===== config.mk =====
export PLATFORM = sky130hd
export DESIGN_NAME = io_seg7_scan
export DESIGN_NICKNAME = d
export VERILOG_FILES = /design/src/rtl/io_seg7_scan_pkg.sv /design/src/rtl/io_seg7_scan_hex_to_seg7.sv /design/src/rtl/io_seg7_scan.sv
export SDC_FILE = /design/constraint.sdc
export NUM_CORES = 1
export LEC_CHECK = 0
export ABC_CLOCK_PERIOD_IN_PS = 4200
export CAP_MARGIN = 20
export CORE_MARGIN = 3
export CORE_UTILIZATION = 55
export DETAILED_ROUTE_END_ITERATION = 10
export PLACE_DENSITY = 0.76
export SKIP_LAST_GASP = 1
export SLEW_MARGIN = 20
export SYNTH_ARGS = -nofsm -noshare
export SYNTH_HDL_FRONTEND = slang
export SYNTH_SLANG_ARGS = --single-unit

===== constraint.sdc =====
create_clock -name clock -period 4.2 [get_ports clock]
set_clock_uncertainty 0.2 [all_clocks]
set_input_delay 0.84 -clock clock [delete_from_list [all_inputs] [get_ports clock]]
set_output_delay 0.84 -clock clock [all_outputs]
set_load 0.01 [all_outputs]

===== src/rtl/io_seg7_scan_pkg.sv =====
// rtl/io_seg7_scan_pkg.sv - shared segment constants and hex decode table
package io_seg7_scan_pkg;

    // Segment bit positions within the 7-bit pattern
    localparam int SEG_A = 0;
    localparam int SEG_B = 1;
    localparam int SEG_C = 2;
    localparam int SEG_D = 3;
    localparam int SEG_E = 4;
    localparam int SEG_F = 5;
    localparam int SEG_G = 6;
    localparam int SEG_W = SEG_G + 1;

    // Active-high g..a patterns, indexed by nibble value (entry 15 first)
    localparam logic [15:0][SEG_W-1:0] SEG7_HEX = {
        7'h71, 7'h79, 7'h5E, 7'h39, 7'h7C, 7'h77, 7'h6F, 7'h7F,
        7'h07, 7'h7D, 7'h6D, 7'h66, 7'h4F, 7'h5B, 7'h06, 7'h3F
    };

endpackage


===== src/rtl/io_seg7_scan_hex_to_seg7.sv =====
// rtl/io_seg7_scan_hex_to_seg7.sv - nibble to active-high seven-segment pattern
module hex_to_seg7
    import io_seg7_scan_pkg::*;
(
    input  logic [3:0]       nibble_i,
    output logic [SEG_W-1:0] seg_o
);

    logic [SEG_W-1:0] pat;

    assign pat = SEG7_HEX[nibble_i];

    // Explicit pin order so a board with different segment wiring only edits this line
    assign seg_o = {pat[SEG_G], pat[SEG_F], pat[SEG_E], pat[SEG_D],
                    pat[SEG_C], pat[SEG_B], pat[SEG_A]};

endmodule


===== src/rtl/io_seg7_scan.sv =====
// rtl/io_seg7_scan.sv - time-multiplexed hex display driver with per-frame capture
module io_seg7_scan
    import io_seg7_scan_pkg::*;
#(
    parameter int NDIG       = 8,
    parameter int SCAN_DIV   = 50000,
    parameter bit ACTIVE_LOW = 1'b1
) (
    input  logic             clock,
    input  logic             clrn,
    input  logic [31:0]      data_in,
    input  logic [NDIG-1:0]  dp_in,
    input  logic             en,
    input  logic             blank_lz,
    output logic [NDIG-1:0]  an,
    output logic [SEG_W-1:0] seg,
    output logic             dp,
    output logic             frame_tick
);

    localparam int              CW       = (SCAN_DIV > 1) ? $clog2(SCAN_DIV) : 1;
    localparam logic [CW-1:0]   CNT_MAX  = CW'(SCAN_DIV - 1);
    localparam logic [2:0]      IDX_LAST = 3'(NDIG - 1);
    localparam logic [NDIG-1:0] AN_OFF   = {NDIG{ACTIVE_LOW}};
    localparam logic [SEG_W-1:0] SEG_OFF = {SEG_W{ACTIVE_LOW}};
    localparam logic            DP_OFF   = ACTIVE_LOW;

    logic [CW-1:0]    cnt_q, cnt_d;
    logic [2:0]       idx_q, idx_d;
    logic [31:0]      shadow_q, shadow_d;
    logic [NDIG-1:0]  shadow_dp_q, shadow_dp_d;
    logic             blank_q, blank_d;
    logic [NDIG-1:0]  an_q, an_d;
    logic [SEG_W-1:0] seg_q, seg_d;
    logic             dp_q, dp_d;
    logic             ft_q, ft_d;

    logic             tick;
    logic             frame_start;
    logic [2:0]       nxt;
    logic [31:0]      src_data;
    logic [NDIG-1:0]  src_dp;
    logic             src_blank;
    logic [3:0]       nibble;
    logic [2:0]       hi_idx;
    logic             digit_blank;
    logic [SEG_W-1:0] seg_hot;
    logic [NDIG-1:0]  an_hot;

    assign tick        = (cnt_q == CNT_MAX);
    assign nxt         = (idx_q == IDX_LAST) ? 3'd0 : idx_q + 3'd1;
    assign frame_start = tick && (nxt == 3'd0);

    // Digit 0 of a frame decodes the value being captured on the same edge
    assign src_data  = (nxt == 3'd0) ? data_in  : shadow_q;
    assign src_dp    = (nxt == 3'd0) ? dp_in    : shadow_dp_q;
    assign src_blank = (nxt == 3'd0) ? blank_lz : blank_q;
    assign nibble    = src_data[{nxt, 2'b00} +: 4];
    assign an_hot    = NDIG'(1) << nxt;

    hex_to_seg7 u_hex (
        .nibble_i (nibble),
        .seg_o    (seg_hot)
    );

    // Highest nonzero digit of the frame value; digits above it are leading zeros
    always_comb begin
        hi_idx = 3'd0;
        for (int k = 0; k < NDIG; k++) begin
            if (src_data[4*k +: 4] != 4'h0) begin
                hi_idx = 3'(k);
            end
        end
    end

    assign digit_blank = src_blank && (nxt > hi_idx);

    // Next-state: prescaler, scan index, frame capture and registered pin values
    always_comb begin
        cnt_d       = tick ? '0 : cnt_q + CW'(1);
        idx_d       = tick ? nxt : idx_q;
        shadow_d    = frame_start ? data_in  : shadow_q;
        shadow_dp_d = frame_start ? dp_in    : shadow_dp_q;
        blank_d     = frame_start ? blank_lz : blank_q;
        ft_d        = frame_start;
        an_d        = an_q;
        seg_d       = seg_q;
        dp_d        = dp_q;
        if (!en) begin
            an_d  = AN_OFF;
            seg_d = SEG_OFF;
            dp_d  = DP_OFF;
        end else if (tick) begin
            an_d  = ACTIVE_LOW ? ~an_hot : an_hot;
            seg_d = digit_blank ? SEG_OFF
                                : (ACTIVE_LOW ? ~seg_hot : seg_hot);
            dp_d  = digit_blank ? DP_OFF : (src_dp[nxt] ^ ACTIVE_LOW);
        end
    end

    // State registers; reset parks the index on the last digit so the first tick starts a frame
    always_ff @(posedge clock or negedge clrn) begin
        if (!clrn) begin
            cnt_q       <= '0;
            idx_q       <= IDX_LAST;
            shadow_q    <= '0;
            shadow_dp_q <= '0;
            blank_q     <= 1'b0;
            an_q        <= AN_OFF;
            seg_q       <= SEG_OFF;
            dp_q        <= DP_OFF;
            ft_q        <= 1'b0;
        end else begin
            cnt_q       <= cnt_d;
            idx_q       <= idx_d;
            shadow_q    <= shadow_d;
            shadow_dp_q <= shadow_dp_d;
            blank_q     <= blank_d;
            an_q        <= an_d;
            seg_q       <= seg_d;
            dp_q        <= dp_d;
            ft_q        <= ft_d;
        end
    end

    assign an         = an_q;
    assign seg        = seg_q;
    assign dp         = dp_q;
    assign frame_tick = ft_q;

endmodule


==> results of run 1 <==
[worst max-delay path, stage by stage (launching register included)]
cell,delay (ns)
dfstp_2,0.56
ha_1,0.15
ha_1,0.26
nor2b_1,0.41
buf_12,0.22
nor2_1,0.07
a21oi_1,0.12
nand2_1,0.08
a21oi_1,0.13
nor2_1,0.06
ha_1,0.29
a21o_1,0.18
a21oi_1,0.23
o311a_1,0.36
o31ai_1,0.12
o32a_1,0.29
[state kept, by name, indices dropped and copies added (netlist names)]
register / flops
dp: 1
cnt_q: 16
frame_tick: 1
shadow_q: 32
idx_q: 3
blank_q: 1
seg: 7
an: 8
shadow_dp_q: 8
[Yosys cell counts, drive strengths merged, types with 6 or more instances]
library cell and count:
dfstp 19, inv 13, nor2 34, a21oi 15
xnor2 8, nand2 26, mux4 14, clkbuf 7
xor2 6, o21ai 21, ha 16, nand3 14
dfrtp 58, buf 14, mux2 41, nor4 8
[layout by cell type (no fill, tap or decap), drive strengths merged, types with 11 or more instances in the layout]
cell and n:
nand3 14, a21oi 15, clkbuf 12, nand2 26, buf 11, inv 13
dfrtp 58, o21ai 21, mux2 41, nor2 34, mux4 14, ha 16
clkdlybuf4s50 59, dfstp 19
[per-stage QoR]
stage | worst slack (ns) | power (mW) | utilization
after floorplan | 0.328 | 0.762 | -
after global placement | 0.186 | 0.824 | 0.680
after detailed placement | 0.212 | 0.825 | 0.680
after CTS | 0.407 | 1.30 | 0.701
after global routing | 0.150 | 1.34 | 0.701
final | 0.384 | 1.29 | 0.701
[routing by layer]
| layer | vias to the layer above | share of wire | wire [µm] |
|---|---|---|---|
| li1 | 1563 | - | - |
| met1 | 1661 | 0.46 | 4450 |
| met2 | 109 | 0.47 | 4600 |
| met3 | 10 | 0.064 | 625 |
| met4 | 0 | 0.011 | 103 |
| met5 | - | 0 | 0 |
[worst paths after layout]
path	startpoint	to	slack, ns	cells past startpoint
min in group asynchronous	clrn	cnt_q[13]$_DFF_PN0_	0.44	1
max reg2reg	idx_q[1]$_DFFE_PN1N_	seg[4]$_DFFE_PN1P_	0.38	15
max	idx_q[1]$_DFFE_PN1N_	seg[4]$_DFFE_PN1P_	0.38	15
min	cnt_q[11]$_DFF_PN0_	cnt_q[11]$_DFF_PN0_	0.30	1
min reg2reg	cnt_q[11]$_DFF_PN0_	cnt_q[11]$_DFF_PN0_	0.30	1
max in group asynchronous	clrn	shadow_q[22]$_DFFE_PN0P_	2.75	1
[power groups by stage]
stage	logic [mW]	clock network, mW	registers [mW]
5_1_grt	0.0751	0.524	0.742
2_1_floorplan	0.00595	0	0.756
3_3_place_gp	0.0684	0	0.756
3_5_place_dp	0.0697	0	0.756
6_report	0.0690	0.479	0.742
4_1_cts	0.0701	0.488	0.742
[cell families (layout without fill, tap and decap cells)]
| group | after synthesis | count (layout) | share of synthesized area |
|---|---|---|---|
| buf+inv | 34 | 99 | 0.0379 |
| compound gates | 72 | 72 | 0.118 |
| fa+ha+maj | 16 | 16 | 0.0456 |
| simple gates | 118 | 118 | 0.142 |
| xor+xnor | 14 | 14 | 0.0280 |
| mux | 58 | 58 | 0.184 |
| flops | 77 | 77 | 0.445 |
[cell type report]
cell class	count	area, µm²
well taps	99	124
clock inverters	4	25.0
multi-input cells	278	2270
clock buffers	12	135
inverters	13	48.8
repair buffers	70	698
fillers	552	2230
flip-flops and latches	77	1950
==> impl_metrics.sql, run 1 <==
INSERT INTO impl_metrics (metric_group, metric, value, unit) VALUES
('run_status', 'outcome', 'finished clean', ''),
('logic_synthesis', 'synth_enable_flop_cells', '0', ''),
('cts', 'cts_tree', 'built', ''),
('drt', 'drc', '0', ''),
('grt', 'grt_use_met2', '0.366', ''),
('logic_synthesis', 'yosys.cell_types.count', '62', ''),
('pwr', 'cellPowerDensity', '246', 'nW/µm²'),
('setup_path', 'timing.setup.critical_path_class', 'reg2reg', ''),
('logic_synthesis', 'synth_area_leader_cell', 'dfrtp_1', ''),
('finish', 'fraction_of_layout_instances_using_a_drive_strength_above_1', '0.236', ''),
('pwr', 'pwr-share-seq', '0.575', ''),
('floorplanning', 'die_h', '95.3', 'µm'),
('logic_synthesis', 'synthCells', '389', ''),
('setup_path', 'cp-start-kind', 'register', ''),
('pwr', 'netSwitchingPower', '0.297', 'mW'),
('floorplanning', 'die-area', '9080', 'µm²'),
('timing', 'grt_setup_unrepaired', 'false', ''),
('finish', 'finish.cell_count_without_fillers', '553', ''),
('pwr', 'share_comb_of_total_power', '0.053', ''),
('hold_path', 'min_path_type', 'reg2reg', ''),
('logic_synthesis', 'synth_async_sr_flop_share', '1.00', ''),
('grt', 'grt.met1_usage', '0.335', ''),
('logic_synthesis', 'ys_dominant_reg_cell', 'dfrtp_1', ''),
('drt', 'via_count', '3343', ''),
('floorplanning', 'pin_count', '61', ''),
('timing', 'finalWorstPathRequiredPeriod', '3.82', 'ns'),
('setup_path', 'cp.arrival', '3.90', 'ns'),
('cts', 'cts.htree.levels', '3', ''),
('place', 'gp_routability_congestion', '0.829', ''),
('drt', 'route.detailed.wl_per_inst', '17.7', 'µm'),
('run', 'timing.max_cap.violations', '0', ''),
('setup_path', 'end_kind', 'register', ''),
('drt', 'routed_wl', '9780', 'µm'),
('logic_synthesis', 'netlist_area', '4390', 'µm²'),
('timing', 'achievable_freq', '0.262', 'GHz'),
('setup_path', 'timing.critical_path.fanout_max', '14', ''),
('cts', 'cts_hold_buffers', '0', ''),
('logic_synthesis', 'yosys_warnings', '0', ''),
('timing', 'holdWs', '0.304', 'ns'),
('drt', 'routed_via_density', '6.05', ''),
('grt', 'grt_max_degree', '78', ''),
('finish', 'insertedDiodeCount', '0', ''),
('timing', 'max_slew.worst_pin.slew', '0.956', 'ns'),
('cts', 'cts.reportedPaths.clkPinSlew', '0.08', 'ns'),
('logic_synthesis', 'synthTopCellsByArea', 'dfrtp_1 (33%), dfstp_2 (11%), mux2_2 (11%)', ''),
('floorplanning', 'start_util', '0.586', ''),
('finish', 'final_cell_area', '5250', 'µm²'),
('grt', 'grt_antenna_before_repair', '0', ''),
('pwr', 'power.static_leakage', '2.26', 'nW'),
('logic_synthesis', 'synth.yosys.seq_area_share', '0.445', ''),
('cts', 'cts_resized', '0', ''),
('timing', 'hold_viol_final', '0', ''),
('grt', 'gr-max-usage-layer', 'met2', ''),
('pwr', 'switching_share', '0.230', ''),
('place', 'port_buffer_cells', '60', ''),
('timing', 'maxSlewViolCount', '0', ''),
('cts', 'clk_sink_count', '77', ''),
('drt', 'detail-route-antenna-nets', '0', ''),
('finish', 'nets', '509', ''),
('timing', 'post-route-period-util', '0.908', ''),
('grt', 'grt_pass1_wl', '16500', 'µm'),
('cts', 'cts_buffer_depth', '2', ''),
('cts', 'clk_root_buffer_cell', 'clkbuf_8', ''),
('logic_synthesis', 'post-synth-top-area-fraction', '0.331', ''),
('finish', 'area_growth_syn_to_layout', '19.7', '%'),
('cts', 'cts_made_buffers', '9', ''),
('logic_synthesis', 'synthesis.nets', '449', ''),
('logic_synthesis', 'number_of_register_bits_inferred_by_synthesis', '77', ''),
('floorplanning', 'design.core.area', '7490', 'µm²'),
('timing', 'relative_slew_slack', '0.363', ''),
('pwr', 'power_frac_clock', '0.372', '');
Note: power is estimated with default switching activity, not from simulation.
==> run 2: changes to the inputs <==
--- a/config.mk
+++ b/config.mk
@@ -10,6 +10,7 @@
 export CORE_MARGIN = 3
 export CORE_UTILIZATION = 55
 export DETAILED_ROUTE_END_ITERATION = 10
+export GPL_TIMING_DRIVEN = 0
 export PLACE_DENSITY = 0.76
 export SKIP_LAST_GASP = 1
 export SLEW_MARGIN = 20
==> run 2 against run 1 <==
Net effect: cell count increased by 2.2%; largest power group unchanged; via count is 3.0% higher; global-route usage increased by 1.3 points; combinational power rose by 4.5%; sequential cell count unchanged; fmax decreased by 1.7%; count of clock-buffer cells in the layout unchanged; hold slack got worse by 0.078 ns; setup slack worse by 0.067 ns; critical endpoint is now seg[0]$_DFFE_PN1P_; highest routed layer unchanged.
==> impl_metrics.sql, run 2 (synthesized netlist as in run 1, its figures left out) <==
INSERT INTO impl_metrics (metric_group, metric, value, unit) VALUES
('setup_path', 'timing.setup.critical_path_class', 'reg2reg', ''),
('grt', 'grt_antenna_before_repair', '0', ''),
('finish', 'mostFrequentLayoutCell', 'clkdlybuf4s50_1', ''),
('floorplanning', 'die_h', '95.3', 'µm'),
('timing', 'achievable_freq', '0.258', 'GHz'),
('drt', 'routed_via_density', '6.09', ''),
('setup_path', 'cp_data_required_time', '4.27', 'ns'),
('floorplanning', 'design.core.area', '7490', 'µm²'),
('timing', 'hold_viol_final', '0', ''),
('finish', 'nets', '521', ''),
('setup_path', 'critical_path.reg2reg.endpoint', 'seg[0]$_DFFE_PN1P_', ''),
('cts', 'cts_made_buffers', '9', ''),
('timing', 'grt_setup_unrepaired', 'false', ''),
('cts', 'clk_sink_count', '77', ''),
('drt', 'detailedRoute.firstPassIterationCount', '5', ''),
('grt', 'gr-usage-all-layers', '0.247', ''),
('drt', 'initialDrtViolationCount', '180', ''),
('timing', 'finalWorstPathRequiredPeriod', '3.88', 'ns'),
('pwr', 'power.static_leakage', '2.33', 'nW'),
('setup_path', 'critical-path-max-stage-delay', '0.57', 'ns'),
('cts', 'cts_buffer_depth', '2', ''),
('grt', 'first_global_vias', '3421', ''),
('timing', 'report.final.setup_viol', '0', ''),
('pwr', 'finalPower', '1.38', 'mW'),
('drt', 'drc', '0', ''),
('finish', 'max_ffs_per_register', '32', ''),
('run_status', 'outcome', 'finished clean', ''),
('setup_path', 'ff2ff_path_depth', '14', ''),
('setup_path', 'critical_path.top_delay_family', 'compound AO/OA/AOI/OAI gates', ''),
('drt', 'detail-route-antenna-nets', '0', ''),
('setup_path', 'timing.critical_path.fanout_max', '17', ''),
('finish', 'regs_by_ff_count', 'shadow_q: 32 flops, cnt_q: 16 flops', ''),
('finish', 'fraction_of_layout_instances_using_a_drive_strength_above_1', '0.242', ''),
('finish', 'area_growth_syn_to_layout', '22.1', '%'),
('drt', 'via_count', '3443', ''),
('place', 'preCtsSetupSlack', '-0.432', 'ns'),
('timing', 'relative_slew_slack', '0.603', ''),
('setup_path', 'critical_path.most_common_cell', 'ha_1', ''),
('setup_path', 'end_kind', 'register', ''),
('timing', 'fin_ws', '0.317', 'ns'),
('setup_path', 'crit_buf_inv', '2', ''),
('place', 'port_buffer_cells', '60', ''),
('cts', 'clk_root_buffer_cell', 'clkbuf_8', ''),
('pwr', 'cellPowerDensity', '258', 'nW/µm²'),
('grt', 'grt_max_degree', '44', ''),
('grt', 'global_route.overflow_total', '0', ''),
('setup_path', 'cp-start-kind', 'register', ''),
('setup_path', 'r2r_slack', '0.32', 'ns'),
('cts', 'cts.reportedPaths.clkPinSlew', '0.08', 'ns'),
('setup_path', 'crit_chain', 'ha_1 > ha_1 > buf_4 > nand2b_4 > buf_6 > a21oi_1 > a21bo_2 > a221oi_1 > o21ai_0 > ha_1 > and3_1 > o311ai_4 > nor2_1 > a221oi_2', ''),
('drt', 'routed_wl', '10200', 'µm'),
('timing', 'maxSlewViolCount', '0', ''),
('floorplanning', 'start_util', '0.586', ''),
('cts', 'cts.htree.levels', '3', ''),
('finish', 'final_cell_mix', 'clkdlybuf4s50_1 (59), dfrtp_1 (58), mux2_2 (41)', ''),
('place', 'detailedPlacementHpwl', '7600', 'µm'),
('setup_path', 'r2r-start', 'idx_q[0]$_DFFE_PN1N_', ''),
('pwr', 'power.ir.vdd_worst', '0.161', 'mV'),
('timing', 'holdWs', '0.226', 'ns'),
('cts', 'cts_tree', 'built', ''),
('timing', 'max_slew.worst_pin.slew', '0.594', 'ns'),
('grt', 'grt_pass1_wl', '17200', 'µm'),
('floorplanning', 'die_x', '95.3', 'µm'),
('floorplanning', 'die-area', '9080', 'µm²'),
('setup_path', 'cp.arrival', '3.95', 'ns'),
('cts', 'insertion_delay', '0.35', 'ns'),
('floorplanning', 'pin_count', '61', ''),
('place', 'gp_routability_congestion', '0.845', ''),
('setup_path', 'critPathSlowestCell', 'dfstp_2', ''),
('drt', 'route.detailed.wl_per_inst', '18.1', 'µm'),
('finish', 'regMostFlops', 'shadow_q', ''),
('run', 'timing.max_cap.violations', '0', ''),
('floorplanning', 'placementRows', '31', ''),
('timing', 'post-route-period-util', '0.925', ''),
('hold_path', 'min_path_type', 'in2async', ''),
('finish', 'insertedDiodeCount', '0', '');
[run 2: cell types whose count changed in the layout (fill, tap and decap cells not counted), moves of 2 or more]
cell,before,now
buf_2,0,6
clkbuf_1,3,8
buf_4,9,5
buf_6,0,3
buf_1,0,2
clkinvlp_4,2,0
[run 2: layout make-up]
class | instances | area [µm²]
Multi-Input combinational cell | 278 | 2300
Fill cell | 539 | 2130
Sequential cell | 77 | 1950
Timing Repair Buffer | 63 | 633
Clock buffer | 12 | 145
Tap cell | 99 | 124
Buffer | 19 | 109
Clock inverter | 4 | 48.8
Inverter | 13 | 48.8
[run 2: worst max-delay path by stage]
stage	to	start	cells after the start	slack (ns)
2_1_floorplan	seg[0]$_DFFE_PN1P_	idx_q[0]$_DFFE_PN1N_	15	0.33
3_3_place_gp	shadow_q[17]$_DFFE_PN0P_	clrn	1	-0.60
3_5_place_dp	seg[0]$_DFFE_PN1P_	idx_q[0]$_DFFE_PN1N_	14	-0.43
4_1_cts	seg[3]$_DFFE_PN1P_	idx_q[0]$_DFFE_PN1N_	14	0.19
5_1_grt	seg[0]$_DFFE_PN1P_	idx_q[0]$_DFFE_PN1N_	15	0.01
6_report	seg[0]$_DFFE_PN1P_	idx_q[0]$_DFFE_PN1N_	14	0.32
[run 2: where the power goes]
part / internal [mW] / switching, mW
Sequential: 0.742 / 0.0000000000000000907
Clock: 0.291 / 0.277
Combinational: 0.0406 / 0.0316
Total: 1.07 / 0.308
[run 2: routing by layer]
layer	global-route usage	part of all wire	vias up
li1	-	-	1592
met1	0.351	0.47	1727
met2	0.386	0.47	109
met3	0.0450	0.046	15
met4	0.0769	0.014	0
met5	0	0	-
[run 2: per-stage QoR]
step	instances	util	setup TNS, ns	area, µm²
2_1_floorplan	389	-	0	4390
3_3_place_gp	548	0.683	-36.04	5110
3_5_place_dp	549	0.685	-1.35	5130
4_1_cts	563	0.711	0	5320
5_1_grt	565	0.716	0	5360
6_report	565	0.716	0	5360
[run 2: what timing repair did]
action | 4_1_cts | 5_1_grt
buffers inserted | 0 | 2
endpoints found under the setup margin | 7 | 6
resized for setup | 2 | 2
hold buffers | 0 | 0
==> run 3: changes to the inputs <==
--- a/config.mk
+++ b/config.mk
@@ -8,8 +8,9 @@
 export ABC_CLOCK_PERIOD_IN_PS = 4200
 export CAP_MARGIN = 20
 export CORE_MARGIN = 3
-export CORE_UTILIZATION = 55
+export CORE_UTILIZATION = 64
 export DETAILED_ROUTE_END_ITERATION = 10
+export DONT_BUFFER_PORTS = 1
 export GPL_TIMING_DRIVEN = 0
 export PLACE_DENSITY = 0.76
 export SKIP_LAST_GASP = 1
==> run 3 against run 2 <==
Net effect: combinational power shrank 72%; critical path depth is the same; design area fell by 12%; via count fell by 7.6%; cell count down 15%; sequential share of layout area is 4.9 points higher; global-route usage rose by 1.8 points; non-clock buffer count shrank 62; hold slack got worse by 0.10 ns; sequential power barely moved; critical endpoint is now seg[3]$_DFFE_PN1P_.
==> impl_metrics.sql, run 3 (synthesized netlist as in run 1, its figures left out) <==
INSERT INTO impl_metrics (metric_group, metric, value, unit) VALUES
('drt', 'routed_wl', '9570', 'µm'),
('floorplanning', 'placementRows', '29', ''),
('cts', 'clk_sink_count', '77', ''),
('setup_path', 'cp-start-kind', 'register', ''),
('cts', 'cts.reportedPaths.clkPinSlew', '0.07', 'ns'),
('drt', 'routed_via_density', '6.61', ''),
('timing', 'fin_ws', '0.208', 'ns'),
('floorplanning', 'design.core.area', '6490', 'µm²'),
('cts', 'clk_root_buffer_cell', 'clkbuf_8', ''),
('setup_path', 'ff2ff_path_depth', '14', ''),
('place', 'detailedPlacementHpwl', '6910', 'µm'),
('drt', 'detailedRoute.firstPassIterationCount', '4', ''),
('finish', 'fraction_of_layout_instances_using_a_drive_strength_above_1', '0.267', ''),
('timing', 'post-route-period-util', '0.950', ''),
('timing', 'finalWorstPathRequiredPeriod', '3.99', 'ns'),
('grt', 'grt_antenna_before_repair', '0', ''),
('setup_path', 'cp_data_required_time', '4.29', 'ns'),
('place', 'gp_routability_congestion', '0.859', ''),
('grt', 'global_route.overflow_total', '0', ''),
('grt', 'grt_pass1_wl', '15600', 'µm'),
('finish', 'postLayoutCoreUtil', '0.728', ''),
('grt', 'first_global_vias', '3158', ''),
('grt', 'grt_max_degree', '59', ''),
('cts', 'post_cts.repair.setup_buffers', '0', ''),
('setup_path', 'timing.setup.critical_path_class', 'reg2reg', ''),
('cts', 'cts_buffer_depth', '2', ''),
('floorplanning', 'die-area', '7880', 'µm²'),
('timing', 'hold_viol_final', '0', ''),
('timing', 'achievable_freq', '0.251', 'GHz'),
('run_status', 'outcome', 'finished clean', ''),
('setup_path', 'end_kind', 'register', ''),
('finish', 'max_ffs_per_register', '32', ''),
('timing', 'grt_setup_unrepaired', 'true', ''),
('finish', 'area_growth_syn_to_layout', '7.76', '%'),
('cts', 'cts_made_buffers', '9', ''),
('timing', 'holdWs', '0.124', 'ns'),
('cts', 'cts.htree.levels', '3', ''),
('finish', 'final_cell_mix', 'dfrtp_1 (58), mux2_2 (41), nor2_1 (32)', ''),
('place', 'preCtsSetupSlack', '-0.419', 'ns'),
('pwr', 'power.ir.vdd_worst', '0.243', 'mV'),
('setup_path', 'timing.critical_path.fanout_max', '17', ''),
('timing', 'relative_slew_slack', '0.604', ''),
('pwr', 'power.static_leakage', '2.08', 'nW'),
('place', 'port_buffer_cells', '0', ''),
('drt', 'route.detailed.wl_per_inst', '19.9', 'µm'),
('finish', 'filler_cell_count', '473', ''),
('floorplanning', 'pin_count', '61', ''),
('drt', 'via_count', '3180', ''),
('finish', 'mostFrequentLayoutCell', 'dfrtp_1', ''),
('finish', 'nets', '459', ''),
('timing', 'max_slew.worst_pin.slew', '0.592', 'ns'),
('finish', 'regMostFlops', 'shadow_q', ''),
('drt', 'drc', '0', ''),
('timing', 'report.final.setup_viol', '0', ''),
('finish', 'regs_by_ff_count', 'shadow_q: 32 flops, cnt_q: 16 flops', ''),
('pwr', 'cellPowerDensity', '281', 'nW/µm²'),
('floorplanning', 'die_x', '88.8', 'µm'),
('run', 'timing.max_cap.violations', '0', ''),
('setup_path', 'cp.arrival', '4.08', 'ns'),
('hold_path', 'min_path_type', 'in2async', ''),
('floorplanning', 'start_util', '0.675', ''),
('drt', 'initialDrtViolationCount', '176', ''),
('grt', 'gr-usage-all-layers', '0.265', ''),
('drt', 'detail-route-antenna-nets', '0', ''),
('cts', 'cts_tree', 'built', ''),
('floorplanning', 'die_h', '88.8', 'µm'),
('finish', 'insertedDiodeCount', '0', ''),
('cts', 'insertion_delay', '0.35', 'ns'),
('timing', 'maxSlewViolCount', '0', '');
run 3: cell count changes in the layout (fill, tap and decap cells not counted), sizes merged:
| cell | before | now |
|---|---|---|
| buf | 17 | 14 |
| clkbuf | 18 | 21 |
| clkdlybuf4s50 | 59 | 0 |
| clkinv | 3 | 0 |
run 3: where the power goes:
part	total, mW	switching (mW)	internal [mW]	leakage [nW]
Sequential	0.742	0.000000000000000199	0.742	0.985
Combinational	0.0205	0.0139	0.00660	0.996
Clock	0.566	0.258	0.309	0.0979
Total	1.33	0.272	1.06	2.08
run 3: path summary, 6_finish.rpt:
path / start / endpoint / slack (ns)
max in group asynchronous: clrn / frame_tick$_DFF_PN0_ / 3.40
min in group clock: cnt_q[12]$_DFF_PN0_ / cnt_q[12]$_DFF_PN0_ / 0.30
worst max register to register: idx_q[0]$_DFFE_PN1N_ / seg[3]$_DFFE_PN1P_ / 0.21
worst min register to register: cnt_q[12]$_DFF_PN0_ / cnt_q[12]$_DFF_PN0_ / 0.30
worst max-delay path: idx_q[0]$_DFFE_PN1N_ / seg[3]$_DFFE_PN1P_ / 0.21
worst min-delay path: clrn / idx_q[2]$_DFFE_PN1N_ / 0.12
run 3: repair_timing:
action	in CTS	in global routing
setup endpoints to repair	6	4
gates resized for setup	2	2
hold buffers	1	0
endpoints found under the hold margin	58	0
run 3: final cells by class:
| class | count | area (µm²) | share of cell area |
|---|---|---|---|
| buffer | 19 | 109 | 0.0230 |
| clock buffer | 15 | 166 | 0.0352 |
| clock inverter | 1 | 30.0 | 0.00635 |
| inverter | 13 | 48.8 | 0.0103 |
| multi-input combinational | 278 | 2300 | 0.486 |
| sequential | 77 | 1950 | 0.413 |
| tap | 77 | 96.3 | 0.0204 |
| timing repair buffer | 1 | 27.5 | 0.00582 |
run 3: through the flow:
stage,cells,TNS [ns],power (mW),cell area (µm²)
floorplan,389,0,0.762,4390
global placement,466,-1.25,0.763,4480
detailed placement,466,-1.35,0.763,4480
CTS,481,0,1.34,4700
global route,481,-0.00308,1.37,4730
finish,481,0,1.33,4730
run 3: routing by layer:
layer	vias up	wire (µm)	global-route usage
met3	20	694	0.0596
met5	-	0	0
met4	0	202	0.117
li1	1476	-	-
met1	1577	4330	0.377
met2	107	4350	0.389
run 3: critical path, stage by stage, from the launching register on:
cell and delay [ns]:
dfstp_2 0.64, ha_1 0.19, ha_1 0.25, buf_4 0.19, nand2b_4 0.14, buf_6 0.16, a21oi_1 0.18, a21bo_2 0.25
a221oi_1 0.32, o21ai_0 0.14, ha_1 0.29, and3_1 0.23, o311a_4 0.43, a41o_1 0.22, a21oi_2 0.09
